### config.mk
export PLATFORM = sky130hd
export DESIGN_NAME = ppu_pixel_fifo_flat
export DESIGN_NICKNAME = d
export VERILOG_FILES = /design/src/rtl/ppu_pixel_fifo_if.sv /design/src/rtl/ppu_pixel_fifo.sv /design/src/flat_wrapper.sv
export SDC_FILE = /design/constraint.sdc
export NUM_CORES = 1
export LEC_CHECK = 0
export ABC_AREA = 1
export BUFFER_PORTS_ARGS = -buffer_cell sky130_fd_sc_hd__buf_4
export CAP_MARGIN = 10
export CORE_ASPECT_RATIO = 1.2
export CORE_MARGIN = 1.5
export CORE_UTILIZATION = 40
export DETAILED_ROUTE_END_ITERATION = 12
export PLACE_DENSITY = 0.69
export RECOVER_POWER = 100
export SLEW_MARGIN = 5
export SYNTH_ARGS = -nofsm -noshare
export SYNTH_HDL_FRONTEND = slang
export SYNTH_SLANG_ARGS = --single-unit
### constraint.sdc
create_clock -name clk -period 4.49 [get_ports clk]
set_input_delay 0.449 -clock clk [delete_from_list [all_inputs] [get_ports clk]]
set_output_delay 0.449 -clock clk [all_outputs]
set_load 0.01 [all_outputs]
### src/rtl/ppu_pixel_fifo_if.sv
// Fetcher/object/dot-side bundle of the PPU pixel FIFO: BG push handshake, object overlay row, pop strobe and mixed pixel.
// master = PPU-side driver, slave = the FIFO itself.
interface ppu_pixel_fifo_if #(
  parameter int PUSH_W  = 8,
  parameter int COLOR_W = 2,
  parameter int PAL_W   = 1
);
  logic                        bg_push_valid;
  logic                        bg_push_ready;
  logic [PUSH_W*COLOR_W-1:0]   bg_push_pixels;
  logic                        obj_merge_valid;
  logic [PUSH_W*COLOR_W-1:0]   obj_merge_pixels;
  logic [PAL_W-1:0]            obj_merge_pal;
  logic                        obj_merge_prio;
  logic                        pop_en;
  logic                        px_valid;
  logic [COLOR_W-1:0]          px_color;
  logic                        px_is_obj;
  logic [PAL_W-1:0]            px_pal;

  modport master (
    output bg_push_valid, bg_push_pixels,
    output obj_merge_valid, obj_merge_pixels, obj_merge_pal, obj_merge_prio,
    output pop_en,
    input  bg_push_ready,
    input  px_valid, px_color, px_is_obj, px_pal
  );

  modport slave (
    input  bg_push_valid, bg_push_pixels,
    input  obj_merge_valid, obj_merge_pixels, obj_merge_pal, obj_merge_prio,
    input  pop_en,
    output bg_push_ready,
    output px_valid, px_color, px_is_obj, px_pal
  );
endinterface

### src/rtl/ppu_pixel_fifo.sv
// BG pixel queue with an aligned OBJ overlay lane and SCX fine-scroll discard; px_* registered 1 cycle after pop_en.
// Pushes stall on bg_push_ready (count > DEPTH-PUSH_W); a push offered while not ready is dropped and sets err_overflow.
module ppu_pixel_fifo #(
  parameter int  DEPTH   = 16,
  parameter int  PUSH_W  = 8,
  parameter int  COLOR_W = 2,
  parameter int  PAL_W   = 1,
  localparam int CW      = $clog2(DEPTH + 1)
) (
  input  logic            clk,
  input  logic            reset,
  input  logic            line_start,
  input  logic [2:0]      scx_fine,
  input  logic            bg_enable,
  input  logic            obj_enable,
  ppu_pixel_fifo_if.slave bus,
  output logic [CW-1:0]   count,
  output logic            err_overflow
);

  typedef enum logic [1:0] {IDLE = 2'd0, DISCARD = 2'd1, RUN = 2'd2} state_e;

  typedef struct packed {
    logic [COLOR_W-1:0] color;
    logic [PAL_W-1:0]   pal;
    logic               prio;
  } obj_slot_t;

  state_e             state_q, state_d;
  logic [CW-1:0]      count_q, count_d;
  logic [2:0]         discard_q, discard_d;
  logic [COLOR_W-1:0] bg_q [DEPTH];
  logic [COLOR_W-1:0] bg_d [DEPTH];
  obj_slot_t          obj_q [PUSH_W];
  obj_slot_t          obj_d [PUSH_W];
  logic               err_q, err_d;
  logic               px_valid_q, px_valid_d;
  logic [COLOR_W-1:0] px_color_q, px_color_d;
  logic               px_is_obj_q, px_is_obj_d;
  logic [PAL_W-1:0]   px_pal_q, px_pal_d;

  logic               push_rdy;
  logic               push_ok;
  logic               pop_ok;
  logic [COLOR_W-1:0] bgc;
  logic [COLOR_W-1:0] pix;
  int                 base;

  assign push_rdy = count_q <= CW'(DEPTH - PUSH_W);
  assign push_ok  = bus.bg_push_valid && push_rdy && (state_q != IDLE);
  assign pop_ok   = bus.pop_en && (count_q != '0) && (state_q != IDLE);
  assign bgc      = bg_enable ? bg_q[0] : '0;

  always_comb begin
    state_d     = state_q;
    count_d     = count_q;
    discard_d   = discard_q;
    bg_d        = bg_q;
    obj_d       = obj_q;
    err_d       = err_q;
    px_valid_d  = 1'b0;
    px_color_d  = '0;
    px_is_obj_d = 1'b0;
    px_pal_d    = '0;
    base        = 0;
    pix         = '0;

    if (line_start) begin
      count_d   = '0;
      discard_d = scx_fine;
      for (int i = 0; i < PUSH_W; i++) obj_d[i] = '0;
      state_d   = (scx_fine != 3'd0) ? DISCARD : RUN;
    end else begin
      if (bus.bg_push_valid && !push_rdy) err_d = 1'b1;

      // Pop shifts the queue toward the head first; the new row then lands right after the survivors.
      if (pop_ok) begin
        for (int j = 0; j < DEPTH - 1; j++) bg_d[j] = bg_q[j+1];
        bg_d[DEPTH-1] = '0;
      end
      base = int'(count_q) - (pop_ok ? 1 : 0);
      for (int j = 0; j < DEPTH; j++) begin
        if (push_ok && (j >= base) && (j < base + PUSH_W))
          bg_d[j] = bus.bg_push_pixels[(j - base)*COLOR_W +: COLOR_W];
      end
      count_d = count_q + (push_ok ? CW'(PUSH_W) : '0) - (pop_ok ? CW'(1) : '0);

      if (state_q == DISCARD) begin
        if (pop_ok) begin
          discard_d = discard_q - 3'd1;
          if (discard_d == 3'd0) state_d = RUN;
        end
      end else begin
        if (pop_ok) begin
          px_valid_d = 1'b1;
          if (obj_enable && (obj_q[0].color != '0) && !(obj_q[0].prio && (bgc != '0))) begin
            px_color_d  = obj_q[0].color;
            px_is_obj_d = 1'b1;
            px_pal_d    = obj_q[0].pal;
          end else begin
            px_color_d  = bgc;
          end
          for (int i = 0; i < PUSH_W - 1; i++) obj_d[i] = obj_q[i+1];
          obj_d[PUSH_W-1] = '0;
        end
        // Only transparent slots take new object pixels, so the earliest object keeps priority.
        if (bus.obj_merge_valid) begin
          for (int i = 0; i < PUSH_W; i++) begin
            pix = bus.obj_merge_pixels[i*COLOR_W +: COLOR_W];
            if ((obj_d[i].color == '0) && (pix != '0))
              obj_d[i] = '{color: pix, pal: bus.obj_merge_pal, prio: bus.obj_merge_prio};
          end
        end
      end
    end
  end

  always_ff @(posedge clk) begin
    if (reset) begin
      state_q     <= IDLE;
      count_q     <= '0;
      discard_q   <= '0;
      bg_q        <= '{default: '0};
      obj_q       <= '{default: '0};
      err_q       <= 1'b0;
      px_valid_q  <= 1'b0;
      px_color_q  <= '0;
      px_is_obj_q <= 1'b0;
      px_pal_q    <= '0;
    end else begin
      state_q     <= state_d;
      count_q     <= count_d;
      discard_q   <= discard_d;
      bg_q        <= bg_d;
      obj_q       <= obj_d;
      err_q       <= err_d;
      px_valid_q  <= px_valid_d;
      px_color_q  <= px_color_d;
      px_is_obj_q <= px_is_obj_d;
      px_pal_q    <= px_pal_d;
    end
  end

  assign bus.bg_push_ready = push_rdy;
  assign bus.px_valid      = px_valid_q;
  assign bus.px_color      = px_color_q;
  assign bus.px_is_obj     = px_is_obj_q;
  assign bus.px_pal        = px_pal_q;
  assign count             = count_q;
  assign err_overflow      = err_q;

endmodule

### src/flat_wrapper.sv
// flat-port wrapper written by rule: the top's interface ports become plain ports
module ppu_pixel_fifo_flat 
#(
  parameter int  DEPTH   = 16,
  parameter int  PUSH_W  = 8,
  parameter int  COLOR_W = 2,
  parameter int  PAL_W   = 1,
  localparam int CW      = $clog2(DEPTH + 1)
)
  (clk, reset, line_start, scx_fine, bg_enable, obj_enable, count, err_overflow, bus_bg_push_valid, bus_bg_push_pixels, bus_obj_merge_valid, bus_obj_merge_pixels, bus_obj_merge_pal, bus_obj_merge_prio, bus_pop_en, bus_bg_push_ready, bus_px_valid, bus_px_color, bus_px_is_obj, bus_px_pal);
  ppu_pixel_fifo_if #(.PUSH_W(PUSH_W), .COLOR_W(COLOR_W), .PAL_W(PAL_W)) bus_i ();
  input  logic clk;
  input  logic reset;
  input  logic line_start;
  input  logic [2:0] scx_fine;
  input  logic bg_enable;
  input  logic obj_enable;
  output logic [CW-1:0] count;
  output logic err_overflow;
  input wire logic [$bits(bus_i.bg_push_valid)-1:0] bus_bg_push_valid;
  input wire logic [$bits(bus_i.bg_push_pixels)-1:0] bus_bg_push_pixels;
  input wire logic [$bits(bus_i.obj_merge_valid)-1:0] bus_obj_merge_valid;
  input wire logic [$bits(bus_i.obj_merge_pixels)-1:0] bus_obj_merge_pixels;
  input wire logic [$bits(bus_i.obj_merge_pal)-1:0] bus_obj_merge_pal;
  input wire logic [$bits(bus_i.obj_merge_prio)-1:0] bus_obj_merge_prio;
  input wire logic [$bits(bus_i.pop_en)-1:0] bus_pop_en;
  output wire logic [$bits(bus_i.bg_push_ready)-1:0] bus_bg_push_ready;
  output wire logic [$bits(bus_i.px_valid)-1:0] bus_px_valid;
  output wire logic [$bits(bus_i.px_color)-1:0] bus_px_color;
  output wire logic [$bits(bus_i.px_is_obj)-1:0] bus_px_is_obj;
  output wire logic [$bits(bus_i.px_pal)-1:0] bus_px_pal;
  assign bus_i.bg_push_valid = bus_bg_push_valid;
  assign bus_i.bg_push_pixels = bus_bg_push_pixels;
  assign bus_i.obj_merge_valid = bus_obj_merge_valid;
  assign bus_i.obj_merge_pixels = bus_obj_merge_pixels;
  assign bus_i.obj_merge_pal = bus_obj_merge_pal;
  assign bus_i.obj_merge_prio = bus_obj_merge_prio;
  assign bus_i.pop_en = bus_pop_en;
  assign bus_bg_push_ready = bus_i.bg_push_ready;
  assign bus_px_valid = bus_i.px_valid;
  assign bus_px_color = bus_i.px_color;
  assign bus_px_is_obj = bus_i.px_is_obj;
  assign bus_px_pal = bus_i.px_pal;
  ppu_pixel_fifo #(.DEPTH(DEPTH), .PUSH_W(PUSH_W), .COLOR_W(COLOR_W), .PAL_W(PAL_W)) u_core (.clk(clk), .reset(reset), .line_start(line_start), .scx_fine(scx_fine), .bg_enable(bg_enable), .obj_enable(obj_enable), .bus(bus_i), .count(count), .err_overflow(err_overflow));
endmodule
=== After elaboration in Yosys (flattened, before gate mapping) ===
Index checks and enable logic that the tools add are counted.

* Output and inout bits: 12
* Input bits: 45
* Logic and storage cells: 280
* Register bits: 80

* Magnitude comparators: 33
* Bitwise operators: 3
* Reductions and logical operators: 114
* Add/subtract/negate cells: 21
* Mux-type cells: 44
* Shift-type cells: 16
* Equal/unequal tests: 1

{| class="wikitable"
|+ Operators with widths
! kind !! number
|-
| $shiftx A16 B32 Y2 || 16
|-
| $ge A5 B32 Y1 const A || 8
|-
| $lt A5 B32 Y1 const A || 8
|-
| $sub A5 B31 Y31 const A || 8
|-
| $mux W32 || 5
|-
| $ge A4 B32 Y1 const A || 4
|-
| $lt A4 B32 Y1 const A || 4
|-
| $sub A4 B31 Y31 const A || 4
|-
| $ge A3 B32 Y1 const A || 2
|-
| $lt A3 B32 Y1 const A || 2
|-
| $sub A3 B31 Y31 const A || 2
|-
| $reduce_bool A2 Y1 || 30
|-
| $logic_and A1 B1 Y1 || 48
|-
| $mux W2 || 23
|-
| $mux W4 || 9
|-
| $reduce_and A2 Y1 || 18
|-
| $add A32 B5 Y32 const B || 1
|-
| $ge A1 B32 Y1 const A || 1
|-
| $ge A2 B32 Y1 const A || 1
|-
| $lt A1 B32 Y1 const A || 1
|-
| $lt A2 B32 Y1 const A || 1
|-
| $sub A1 B31 Y31 const A || 1
|-
| $sub A2 B31 Y31 const A || 1
|-
| $logic_not A2 Y1 || 8
|-
| other kinds (18) || 26
|}

=== Depth between registers and ports, before layout ===
Gate-level depths: netlist (run 1).

* Depth in word-level cells: 10
* Depth in mapped cells: 26
* Depth with buffers taken out: 24

=== Least setup slack after synthesis (run 1) ===
No wires, ideal clock.

* Path kind: register -> register
* From: register u_core.count_q[4], in the netlist u_core.count[4]
* To: register u_core.bg_q[28] in the netlist's numbering
* Required time: 4.377 ns
* Slack: 0.946 ns
* Stages on the path, launching flop included: 25
* Setup time: 0.113 ns
* Path buffers: 4
* Arrival time: 3.431 ns
* Clock period less this slack: 3.544 ns
* Path through: dfxtp_1 inv_2 nand3_2 nand3_4 inv_2 buf_6 buf_2 ha_1 ha_1 nand3_2 nand2_4 buf_6 nand2_1 ha_1 nor2_1 nand2_1 nor2_2 buf_2 nand3b_1 nand3b_4 nand2_1 nand2_1 nand2_1 nand2_1 nor2_1

* Longest elaborated chain between the ends: 10
* Elaborated cells on any way between the ends: 18
* Those cells by class: 3 x add/sub; 3 x order compare; 1 x shift; 2 x mux; 9 x reduce/logical

{| class="wikitable"
|+ Ends and longest elaborated chain
! item !! line !! source
|-
| start: declaration || ppu_pixel_fifo.sv:30 || <nowiki>logic [CW-1:0] count_q, count_d;</nowiki>
|-
| start signal: assignment || ppu_pixel_fifo.sv:132 || <nowiki>count_q <= count_d;</nowiki>
|-
| $reduce_bool A5 Y1 (*) || ppu_pixel_fifo.sv:51 || <nowiki>assign pop_ok = bus.pop_en && (count_q != '0) && (state_q != IDLE);</nowiki>
|-
| $logic_and A1 B1 Y1 (*) (2 in a row) || ppu_pixel_fifo.sv:51 ||
|-
| net u_core.pop_ok || ppu_pixel_fifo.sv:44 || <nowiki>logic pop_ok;</nowiki>
|-
| $mux W1 || ppu_pixel_fifo.sv:81 || <nowiki>base = int'(count_q) - (pop_ok ? 1 : 0);</nowiki>
|-
| $sub A5 B1 Y6 || ppu_pixel_fifo.sv:81 ||
|-
| $add A32 B5 Y32 / $ge A2 B32 Y1 (equally long branches) || ppu_pixel_fifo.sv:83 || <nowiki>if (push_ok && (j >= base) && (j < base + PUSH_W))</nowiki>
|-
| $lt A2 B32 Y1 / $logic_and A1 B1 Y1 (equally long branches) || ppu_pixel_fifo.sv:83 ||
|-
| $logic_and A1 B1 Y1 || ppu_pixel_fifo.sv:83 ||
|-
| $reduce_bool A2 Y1 (no source line) || n/a ||
|-
| $reduce_and A2 Y1 (no source line) || n/a ||
|-
| end signal: assignment || ppu_pixel_fifo.sv:134 || <nowiki>bg_q <= bg_d;</nowiki>
|-
| end: declaration || ppu_pixel_fifo.sv:32 || <nowiki>logic [COLOR_W-1:0] bg_q [DEPTH];</nowiki>
|}

Mark *: on every way through the listed nets, which the timed path passes. The rest lies on a longest branch.
A chain may end at the register's enable or synchronous reset.

=== Final worst setup path (run 1) ===
* From: register u_core.count_q[4], in the netlist u_core.count[4]
* To: register u_core.bg_q[16] in the netlist's numbering

* Longest elaborated chain between the ends: 10
* Elaborated cells on any way between the ends: 18
* Those cells by class: 3 x add/sub; 3 x order compare; 1 x shift; 2 x mux; 9 x reduce/logical

{| class="wikitable"
|+ Ends and longest elaborated chain
! item !! line
|-
| $reduce_bool A5 Y1 || ppu_pixel_fifo.sv:51
|-
| $logic_and A1 B1 Y1 (2 in a row) || ppu_pixel_fifo.sv:51
|-
| $mux W1 || ppu_pixel_fifo.sv:81
|-
| $sub A5 B1 Y6 || ppu_pixel_fifo.sv:81
|-
| $add A32 B5 Y32 / $ge A4 B32 Y1 (equally long branches) || ppu_pixel_fifo.sv:83
|-
| $lt A4 B32 Y1 / $logic_and A1 B1 Y1 (equally long branches) || ppu_pixel_fifo.sv:83
|-
| $logic_and A1 B1 Y1 || ppu_pixel_fifo.sv:83
|-
| $reduce_bool A2 Y1 (no source line) || n/a
|-
| $reduce_and A2 Y1 (no source line) || n/a
|}

Parallel ways exist; a longest one is shown, timed or not.

==> results of run 1 <==
-- through the flow --
step	cells	cell area, sq um
floorplan	1149	6830
global placement	1392	7360
detailed placement	1392	7360
CTS	1408	7670
global route	1408	7540
finish	1408	7540
-- power by group --
group / total [W] / internal, W / switching (W)
Combinational: 0.00128 / 0.000409 / 0.000871
Sequential: 0.000808 / 0.000767 / 0.0000411
Clock: 0.000795 / 0.000443 / 0.000352
-- cells by family after synthesis --
| family | synth area share, % |
|---|---|
| AO/OA/AOI/OAI | 13.5 |
| XOR/XNOR | 2.78 |
| adder cells (fa/ha/maj) | 5.42 |
| buffers and inverters | 11.2 |
| flip-flops | 23.4 |
| multiplexers | 0.439 |
| AND/OR/NAND/NOR | 43.3 |
-- registers in the layout (all words and copies together) (netlist names) --
name / flops
u_core.bg_q: 32
u_core.obj_q: 32
u_core.count: 5
u_core.discard_q: 3
u_core.bus.px_color: 2
u_core.state_q: 2
u_core.bus.px_is_obj: 1
u_core.bus.px_pal: 1
u_core.bus.px_valid: 1
u_core.err_overflow: 1
-- synthesized netlist by cell type (4+ instances only) --
cell / n
nand2_1: 387
inv_1: 136
nor2_1: 129
o21ai_0: 99
dfxtp_1: 80
nand3_1: 68
ha_1: 28
a21oi_1: 25
nand2_2: 19
buf_2: 17
nand3_2: 14
nand4_1: 14
a31oi_1: 12
clkbuf_1: 10
o21ai_1: 10
xor2_1: 9
nor3_1: 6
or2_0: 6
buf_6: 5
inv_2: 5
nand2_4: 5
o211ai_1: 5
o21ai_2: 5
or2_2: 5
nor2_2: 4
nor3_2: 4
xnor2_1: 4
-- metal layers --
layer,vias to the layer above,wire length (microns),share of wire [%]
met2,152,9730,50
met1,3246,8070,42
li1,3708,-,-
met3,49,769,4.0
met5,-,0,0
met4,0,799,4.1
-- worst max path at each step --
stage,depth (start not counted),endpoint,startpoint
6_report,20,u_core.bg_q[16],u_core.count[4]
5_1_grt,20,u_core.bg_q[17],u_core.count[4]
4_1_cts,20,u_core.bg_q[16],u_core.count[4]
3_5_place_dp,20,u_core.bg_q[16],u_core.count[4]
3_3_place_gp,20,u_core.bg_q[16],u_core.count[4]
2_1_floorplan,24,u_core.bg_q[28],u_core.count[4]
-- final cells by class --
class	count	area, sq um
clock buffer	9	225
clock inverter	7	85.1
fill	1880	9250
inverter	144	543
multi-input combinational	888	4390
sequential	80	1600
tap	216	270
timing repair buffer	64	422
-- critical path, cell delays in order (launching register included) --
cell     delay [ps]
dfxtp_1         470
inv_1           200
nand3_1         190
nand3_4          80
inv_2            60
ha_1            150
ha_1            270
nand3_2         170
nand2_4         250
nand2_4          90
ha_1            260
nor2_1          100
nand2_1          80
nor2_2          570
nand3_1         170
nand2_1         110
nor2_1           90
o21ai_1         200
inv_1            80
o21ai_0         160
nor2_1           70
-- cell usage in the layout, fill, tap and decap left out, types with 9 or more instances in the layout --
cell type	count
nand2_1	394
inv_1	137
nor2_1	129
o21ai_0	102
dfxtp_1	80
nand3_1	76
buf_4	48
ha_1	28
a21oi_1	25
clkbuf_1	15
nand4_1	14
nand2_2	12
a31oi_1	12
o21ai_1	9
xor2_1	9
clkbuf_16	9
==> flow_summary_export.csv, run 1 <==
group,metric,value,unit
yosys,netlist_top_cells_area,"dfxtp_1 (23%), nand2_1 (21%), inv_1 (7.5%)",
cts,cts_tree,"yes",
sta,worst_slack,560,ps
pwr,p_per_area,382,nW/um^2
critical_path,cp.required,4730,ps
sta,rsz0062_at_grt,"no",
yosys,netlist.area_leader.share,23.4,%
routing,firstDrtPassIters,5,
min_path,hold_path_depth,3,
yosys,ys_ff_latch,80,
cts,cts_resized,0,
yosys,syn_nets,1223,
sta,timing.hold.ws,365,ps
routing,route.detailed.drc,0,
yosys,syn_area_per_cell,5.95,sq um
cts,cts_buffer_depth,2,
yosys,synthCells,1149,
yosys,yosys.cell_types.count,52,
cts,root_buffer,"clkbuf_16",
sta,tns,0,ps
yosys,yosys_most_used_dff,"dfxtp_1",
yosys,ys_seq_area_share,23.4,%
sta,post-route-period-util,87.5,%
min_path,hp-start,"bus_obj_merge_pixels[4]",
yosys,ys_warn_count,0,
cells_and_area,antenna_cells,0,
sta,tightest_slew,1280,ps
sta,fmax,254,MHz
critical_path,crit_fanout,16,
floorplanning,die_w,122,microns
critical_path,r2r_end,"u_core.bg_q[16]",
critical_path,regToRegStartpoint,"u_core.count[4]",
cts,cts.clk_slew.worst_paths,70,ps
pwr,leakage,3.88,nW
placed_design,portBuffers,56,
pwr,peakVddDrop,0.200,mV
sta,clock_skew,8.38,ps
floorplanning,fp.coreArea,16800,sq um
sta,slew_viol_final,0,
global_routing,grt_use_met1,27.3,%
cells_and_area,drive_above_1_share,10.2,%
global_routing,grt_pass1_vias,6591,
cells_and_area,final_nets,1261,
global_routing,overflow,0,
sta,max-slew-margin-rel,15.0,%
critical_path,r2r_cells,20,
critical_path,cp-end-kind,"flop",
global_routing,grt_use_met2,38.9,%
sta,hold_violations,0,
routing,antenna_left,0,
floorplanning,start_util,40.7,%
routing,viasPerCell,5.08,
routing,detail_route.iter0.violations,386,
status,status,"completed",
global_routing,track_usage,22.6,%
routing,wirelength,19400,microns
yosys,yosys.area.top_type,"dfxtp_1",
global_routing,grt_pass1_wl,32400,microns
min_path,hold_class,"input port to flop",
min_path,hold_end,"u_core.obj_q[22]",
placed_design,gp_congestion,0.931,
yosys,netlist_area,6830,sq um
cts,cts_sinks,80,
yosys,synth_edf_count,0,
cells_and_area,final_util,44.9,%
floorplanning,ios,57,
critical_path,setup.worst_path.start_class,"flop",
critical_path,crit_type,"flop to flop",
global_routing,grt_antenna_before_repair,0,
cts,htreeDepth,3,
cts,cts_setup_buffers,0,
job,cap_violations,0,
critical_path,r2r_setup_slack,560,ps
floorplanning,rows,52,
global_routing,met3_usage,3.32,%
global_routing,grt_start_max_net_pins,54,
cts,numCtsBuffers,9,
sta,period_minus_slack,3930,ps
routing,wl_per_cell,13.8,microns
cts,cts_hold_buf,0,
pwr,fin_total_pwr,0.00288,W
placed_design,dpl.hpwl,14500,microns
yosys,async_flop_share,0,%
floorplanning,die_h,146,microns
cells_and_area,area_growth,10.4,%
critical_path,cp.arrival,4170,ps
routing,vias,7155,
floorplanning,dieArea,17900,sq um
cts,worstSkewPairLatency,350,ps
sta,finalSetupViolCount,0,
placed_design,post-place-ws,729,ps
global_routing,grt_busiest_layer,"met2",
(Power assumes the default switching activity.)
==> run 2: changes to the inputs <==
--- a/config.mk
+++ b/config.mk
@@ -5,14 +5,15 @@
 export SDC_FILE = /design/constraint.sdc
 export NUM_CORES = 1
 export LEC_CHECK = 0
-export ABC_AREA = 1
+export ABC_AREA = 0
 export BUFFER_PORTS_ARGS = -buffer_cell sky130_fd_sc_hd__buf_4
 export CAP_MARGIN = 10
 export CORE_ASPECT_RATIO = 1.2
 export CORE_MARGIN = 1.5
 export CORE_UTILIZATION = 40
 export DETAILED_ROUTE_END_ITERATION = 12
-export PLACE_DENSITY = 0.69
+export GPL_ROUTABILITY_DRIVEN = 1
+export PLACE_DENSITY_LB_ADDON = 0.15
 export RECOVER_POWER = 100
 export SLEW_MARGIN = 5
 export SYNTH_ARGS = -nofsm -noshare
==> run 2 against run 1 <==
The flow now finishes with violations (max-capacitance violations, max-slew violations). Maximum frequency is 6.7% lower. Setup slack worse by 280 ps. Cell count is 25% lower. Routed wire length is 2.5% higher. Non-clock buffer count is 7 higher. Count of clock-buffer cells in the layout stayed put. Critical path type unchanged. Clock power is 7.3% lower. Synthesized cell count is 30% lower.
==> flow_summary_export.csv, run 2 <==
group,metric,value,unit
status,status,"finished, violations left",
status,violations,"max-capacitance violations, max-slew violations",
yosys,yosys.cell_types.count,68,
floorplanning,die_h,141,microns
cells_and_area,final_cell_mix,"nor2_1 (101), a21oi_1 (85), nand2_1 (81)",
global_routing,grt_pass1_vias,6195,
pwr,peakVddDrop,0.219,mV
floorplanning,ios,57,
sta,max-slew-margin-rel,-46.2,%
critical_path,regToRegStartpoint,"u_core.count[3]",
critical_path,cp.required,4720,ps
yosys,synth_edf_count,0,
yosys,synthTopCellsByCount,"nor2_1 (101), a21oi_1 (85), nand2_1 (81), dfxtp_1 (80), nor3_1 (50)",
critical_path,crit_fanout,15,
floorplanning,start_util,40.8,%
cells_and_area,drive_above_1_share,14.0,%
routing,viasPerCell,5.95,
yosys,ys_warn_count,0,
floorplanning,fp.coreArea,15500,sq um
cts,htreeDepth,3,
cts,cts_resized,0,
global_routing,grt_start_max_net_pins,59,
sta,finalSetupViolCount,0,
yosys,yosys_most_used_dff,"dfxtp_1",
yosys,async_flop_share,0,%
cells_and_area,final_util,46.3,%
yosys,netlist_top_cells_area,"dfxtp_1 (25%), a21oi_1 (6.7%), mux4_2 (6.4%)",
sta,slew_viol_final,51,
critical_path,setup.worst_path.start_class,"flop",
cts,cts_hold_buf,0,
cts,cts_sinks,80,
routing,route.detailed.drc,0,
routing,wl_per_cell,18.8,microns
routing,detail_route.iter0.violations,448,
sta,timing.hold.ws,330,ps
yosys,netlist_area,6320,sq um
placed_design,portBuffers,56,
min_path,hold_class,"input port to flop",
yosys,syn_nets,883,
cells_and_area,stdcell_count,1056,
cells_and_area,final_nets,917,
cts,root_buffer,"clkbuf_16",
sta,fmax,237,MHz
sta,post-route-period-util,93.8,%
cts,cts_buffer_depth,2,
critical_path,crit_path_start,"u_core.count[3]",
cts,worstSkewPairLatency,350,ps
placed_design,placedCellCount,1040,
pwr,p_per_area,424,nW/um^2
cells_and_area,fillerInstances,1629,
global_routing,overflow,0,
critical_path,crit_type,"flop to flop",
routing,wirelength,19900,microns
cts,cts_setup_buffers,0,
placed_design,gp_congestion,0.946,
floorplanning,dieArea,16600,sq um
job,cap_violations,1,
global_routing,grt_antenna_before_repair,0,
cells_and_area,final_common_cell,"nor2_1",
global_routing,grt_pass1_wl,32000,microns
cells_and_area,antenna_cells,0,
floorplanning,die_w,118,microns
cts,cts.clk_slew.worst_paths,70,ps
sta,period_minus_slack,4210,ps
sta,rsz0062_at_grt,"no",
routing,firstDrtPassIters,5,
global_routing,track_usage,24.2,%
critical_path,cp-end-kind,"flop",
sta,hold_violations,0,
routing,vias,6285,
cts,cts_tree,"yes",
pwr,leakage,2.80,nW
cts,numCtsBuffers,9,
placed_design,dpl.hpwl,14900,microns
sta,clock_skew,8.46,ps
sta,tightest_slew,2190,ps
yosys,synth.most_common_cell,"nor2_1",
routing,antenna_left,0,
min_path,hp-start,"scx_fine[1]",
yosys,ys_ff_latch,80,
yosys,synthCells,809,
critical_path,cp.arrival,4450,ps
floorplanning,rows,50,
yosys,syn_area_per_cell,7.82,sq um
yosys,ys_seq_area_share,25.3,%
cells_and_area,area_growth,13.6,%
pwr,fin_total_pwr,0.00305,W
yosys,yosys.area.top_type,"dfxtp_1",
yosys,netlist.area_leader.share,25.3,%
sta,tns,0,ps
[run 2: cell types whose count changed in the layout (fill, tap and decap cells not counted), moves of 22 or more]
cell | previous run | this run
nand2_1 | 394 | 81
inv_1 | 137 | 29
o21ai_0 | 102 | 29
a21oi_1 | 25 | 85
nand3_1 | 76 | 18
nor3_1 | 6 | 50
nor2_1 | 129 | 101
a211oi_1 | 0 | 22
[run 2: per-layer routing]
layer	track usage (%)	routed length (microns)	share of wire, %	up-vias
li1	-	-	-	3066
met1	27.4	8030	40	3002
met2	44.2	10100	51	175
met3	3.60	822	4.1	42
met4	11.9	879	4.4	0
met5	0	0	0	-
[run 2: worst paths after layout]
check	to	slack (ps)	cells past startpoint
worst max-delay path	u_core.bg_q[11]	280	15
worst min-delay path	u_core.discard_q[1]	330	3
worst max register to register	u_core.bg_q[11]	280	15
worst min register to register	u_core.bus.px_pal	480	1
[run 2: cell type report]
type | instances | area, sq um | share of cell area [%]
clock inverters | 7 | 63.8 | 0.888
clock buffers | 9 | 225 | 3.13
well taps | 208 | 260 | 3.62
repair buffers | 71 | 474 | 6.60
multi-input cells | 649 | 4440 | 61.8
flip-flops and latches | 80 | 1600 | 22.3
inverters | 32 | 120 | 1.67
[run 2: through the flow]
stage | worst slack, ps | area, sq um
2_1_floorplan | 24.0 | 6390
3_3_place_gp | 516 | 6980
3_5_place_dp | 428 | 6980
4_1_cts | 381 | 7270
5_1_grt | 32.3 | 7190
6_report | 278 | 7190
[run 2: power by group]
group          leakage, nW  switching (W)  total (W)  internal, W
Combinational         2.01       0.000906    0.00149     0.000583
Sequential           0.650      0.0000475   0.000824     0.000777
Clock                0.136       0.000350   0.000737     0.000387
[run 2: logic make-up after synthesis]
kind of cell | Yosys count | synth area share, %
AND/OR/NAND/NOR | 311 | 22.9
adder cells (fa/ha/maj) | 29 | 5.86
XOR/XNOR | 29 | 5.44
AO/OA/AOI/OAI | 236 | 24.9
multiplexers | 44 | 10.7
buffers and inverters | 80 | 4.85
flip-flops | 80 | 25.3
[run 2: worst max-delay path, stage by stage, from the launching register on]
cell,delay (ps)
dfxtp_1,310
or3_1,410
o211ai_1,280
inv_2,70
ha_2,200
nand2b_1,200
nand3_1,130
nand2_1,80
clkbuf_2,280
inv_2,290
ha_1,500
nand3_1,110
o311ai_0,500
clkbuf_1,260
and3b_1,210
o31a_1,270
==> run 3: changes to the inputs <==
--- a/config.mk
+++ b/config.mk
@@ -11,10 +11,12 @@
 export CORE_ASPECT_RATIO = 1.2
 export CORE_MARGIN = 1.5
 export CORE_UTILIZATION = 40
+export CTS_BUF_LIST = sky130_fd_sc_hd__clkbuf_16
 export DETAILED_ROUTE_END_ITERATION = 12
 export GPL_ROUTABILITY_DRIVEN = 1
 export PLACE_DENSITY_LB_ADDON = 0.15
 export RECOVER_POWER = 100
+export REMOVE_ABC_BUFFERS = 1
 export SLEW_MARGIN = 5
 export SYNTH_ARGS = -nofsm -noshare
 export SYNTH_HDL_FRONTEND = slang
==> run 3 against run 2 <==
The run still ends with max-capacitance violations, max-slew violations left. Clock skew about the same. Global-route usage shrank 0.077 points. Total power shrank 0.13%. Count of clock-buffer cells in the layout did not move. First-iteration DRC count up 4.9%. Non-clock buffer count grew 1. Sequential power barely moved. Routed wire length is 0.36% lower. Clock power shrank 4.3%. Maximum frequency decreased by 1.6%. Largest cell class unchanged.
==> flow_summary_export.csv, run 3 (synthesis gave the netlist of run 2 again) <==
group,metric,value,unit
cts,cts_buffer_depth,2,
routing,firstDrtPassIters,5,
sta,finalSetupViolCount,0,
placed_design,portBuffers,56,
routing,viasPerCell,5.98,
routing,antenna_left,0,
sta,fmax,234,MHz
global_routing,track_usage,24.1,%
floorplanning,die_h,141,microns
routing,vias,6319,
cells_and_area,final_util,46.5,%
cts,root_buffer,"clkbuf_16",
cells_and_area,final_cell_mix,"nor2_1 (101), a21oi_1 (85), nand2_1 (81)",
job,cap_violations,1,
placed_design,post-place-ws,187,ps
sta,period_minus_slack,4280,ps
routing,wl_per_cell,18.7,microns
cells_and_area,final_nets,918,
critical_path,cp-end-kind,"flop",
critical_path,crit_fanout,12,
cts,cts.clk_slew.worst_paths,70,ps
cells_and_area,area_growth,14.1,%
global_routing,grt_pass1_wl,31700,microns
routing,detail_route.iter0.violations,470,
floorplanning,die_w,118,microns
floorplanning,fp.coreArea,15500,sq um
routing,wirelength,19800,microns
min_path,hp-start,"scx_fine[1]",
sta,tightest_slew,1540,ps
sta,slew_viol_final,39,
critical_path,r2r_setup_slack,210,ps
placed_design,dpl.hpwl,14800,microns
cells_and_area,final_common_cell,"nor2_1",
sta,worst_slack,211,ps
floorplanning,rows,50,
critical_path,regToRegStartpoint,"u_core.count[3]",
placed_design,gp_congestion,0.980,
critical_path,r2r_end,"u_core.bg_q[2]",
global_routing,grt_pass1_vias,6060,
cts,numCtsBuffers,9,
routing,route.detailed.drc,0,
floorplanning,dieArea,16600,sq um
cts,htreeDepth,3,
global_routing,overflow,0,
sta,max-slew-margin-rel,-2.43,%
critical_path,crit_type,"flop to flop",
sta,post-route-period-util,95.3,%
min_path,hold_end,"u_core.discard_q[1]",
min_path,hold_class,"input port to flop",
critical_path,r2r_cells,15,
pwr,p_per_area,422,nW/um^2
global_routing,grt_start_max_net_pins,59,
sta,hold_violations,0,
critical_path,setup.worst_path.start_class,"flop",
status,status,"finished, violations left",
sta,rsz0062_at_grt,"yes",
pwr,peakVddDrop,0.173,mV
cts,worstSkewPairLatency,350,ps
routing,met1Wirelength,7970,microns
cells_and_area,antenna_cells,0,
min_path,hold_path_depth,3,
global_routing,grt_antenna_before_repair,0,
pwr,leakage,2.81,nW
cts,cts_sinks,80,
status,violations,"max-capacitance violations, max-slew violations",
critical_path,cp.arrival,4570,ps
critical_path,cp.required,4780,ps
routing,route.met2.wl,10100,microns
sta,clock_skew,8.96,ps
routing,routed.top_layer,"met4",
cells_and_area,drive_above_1_share,15.0,%
routing,met3_length,863,microns
floorplanning,ios,57,
cts,cts_tree,"yes",
floorplanning,start_util,40.8,%
==> run 3: cell count changes in the layout (fill, tap and decap cells not counted), moves of 2 or more <==
cell      change
buf_4         +8
clkbuf_1      -6
o311ai_0      -3
clkinv_4      -2
ha_1          +2
o311ai_2      +2
==> run 3: area by class of cell <==
| class | count | area [sq um] |
|---|---|---|
| multi-input cells | 649 | 4450 |
| well taps | 208 | 260 |
| clock buffers | 9 | 225 |
| fillers | 1601 | 8300 |
| repair buffers | 72 | 507 |
| flip-flops and latches | 80 | 1600 |
| clock inverters | 7 | 55.1 |
| inverters | 32 | 120 |
==> run 3: critical path, cell delays in order, from the launching register on <==
cell      delay (ps)
dfxtp_1          310
or3_1            420
o211ai_1         280
inv_2             70
ha_1             220
ha_1             290
nor3b_4          200
xnor2_2          160
nand2_1          100
ha_1             220
or4b_4           620
a21oi_4          240
o311ai_1         220
or4_1            570
a31oi_1          180
o21a_1           130
==> run 3: power breakdown <==
| group | switching, W | leakage [nW] | internal (W) | total, W |
|---|---|---|---|---|
| logic | 0.000925 | 2.03 | 0.000590 | 0.00151 |
| registers | 0.0000491 | 0.650 | 0.000777 | 0.000826 |
| clock network | 0.000325 | 0.128 | 0.000380 | 0.000705 |
| total | 0.00130 | 2.81 | 0.00175 | 0.00305 |
==> run 3: worst max-delay path by stage <==
stage | startpoint | endpoint | slack (ps) | cells after the start
after floorplan | u_core.count[3] | u_core.bg_q[2] | -3180 | 15
after global routing | u_core.count[3] | u_core.bg_q[2] | -20 | 15
final | u_core.count[3] | u_core.bg_q[2] | 210 | 15
after detailed placement | u_core.count[3] | u_core.bg_q[2] | 190 | 15
after global placement | u_core.count[3] | u_core.bg_q[3] | 330 | 15
after CTS | u_core.count[3] | u_core.bg_q[2] | 150 | 15
==> run 3: repair_timing <==
action                     CTS  global route
setup endpoints to repair    0             8
setup buffers                0             1
hold buffers                 0             0
gates resized for setup      0             4
==> run 3: routing by layer <==
| metal | up-vias | global-route usage, % |
|---|---|---|
| li1 | 3064 | - |
| met1 | 3040 | 27.7 |
| met2 | 174 | 43.7 |
| met3 | 41 | 3.84 |
| met4 | 0 | 11.1 |
| met5 | - | 0 |
==> run 3: through the flow <==
stage	std cells	power [W]	instance area, sq um	setup TNS (ps)	hold slack [ps]
2_1_floorplan	761	0.00186	6140	-90720	431
3_3_place_gp	1040	0.00231	6940	0	463
3_5_place_dp	1040	0.00232	6940	0	461
4_1_cts	1056	0.00303	7220	0	342
5_1_grt	1057	0.00324	7220	-39.7	352
6_report	1057	0.00305	7220	0	350
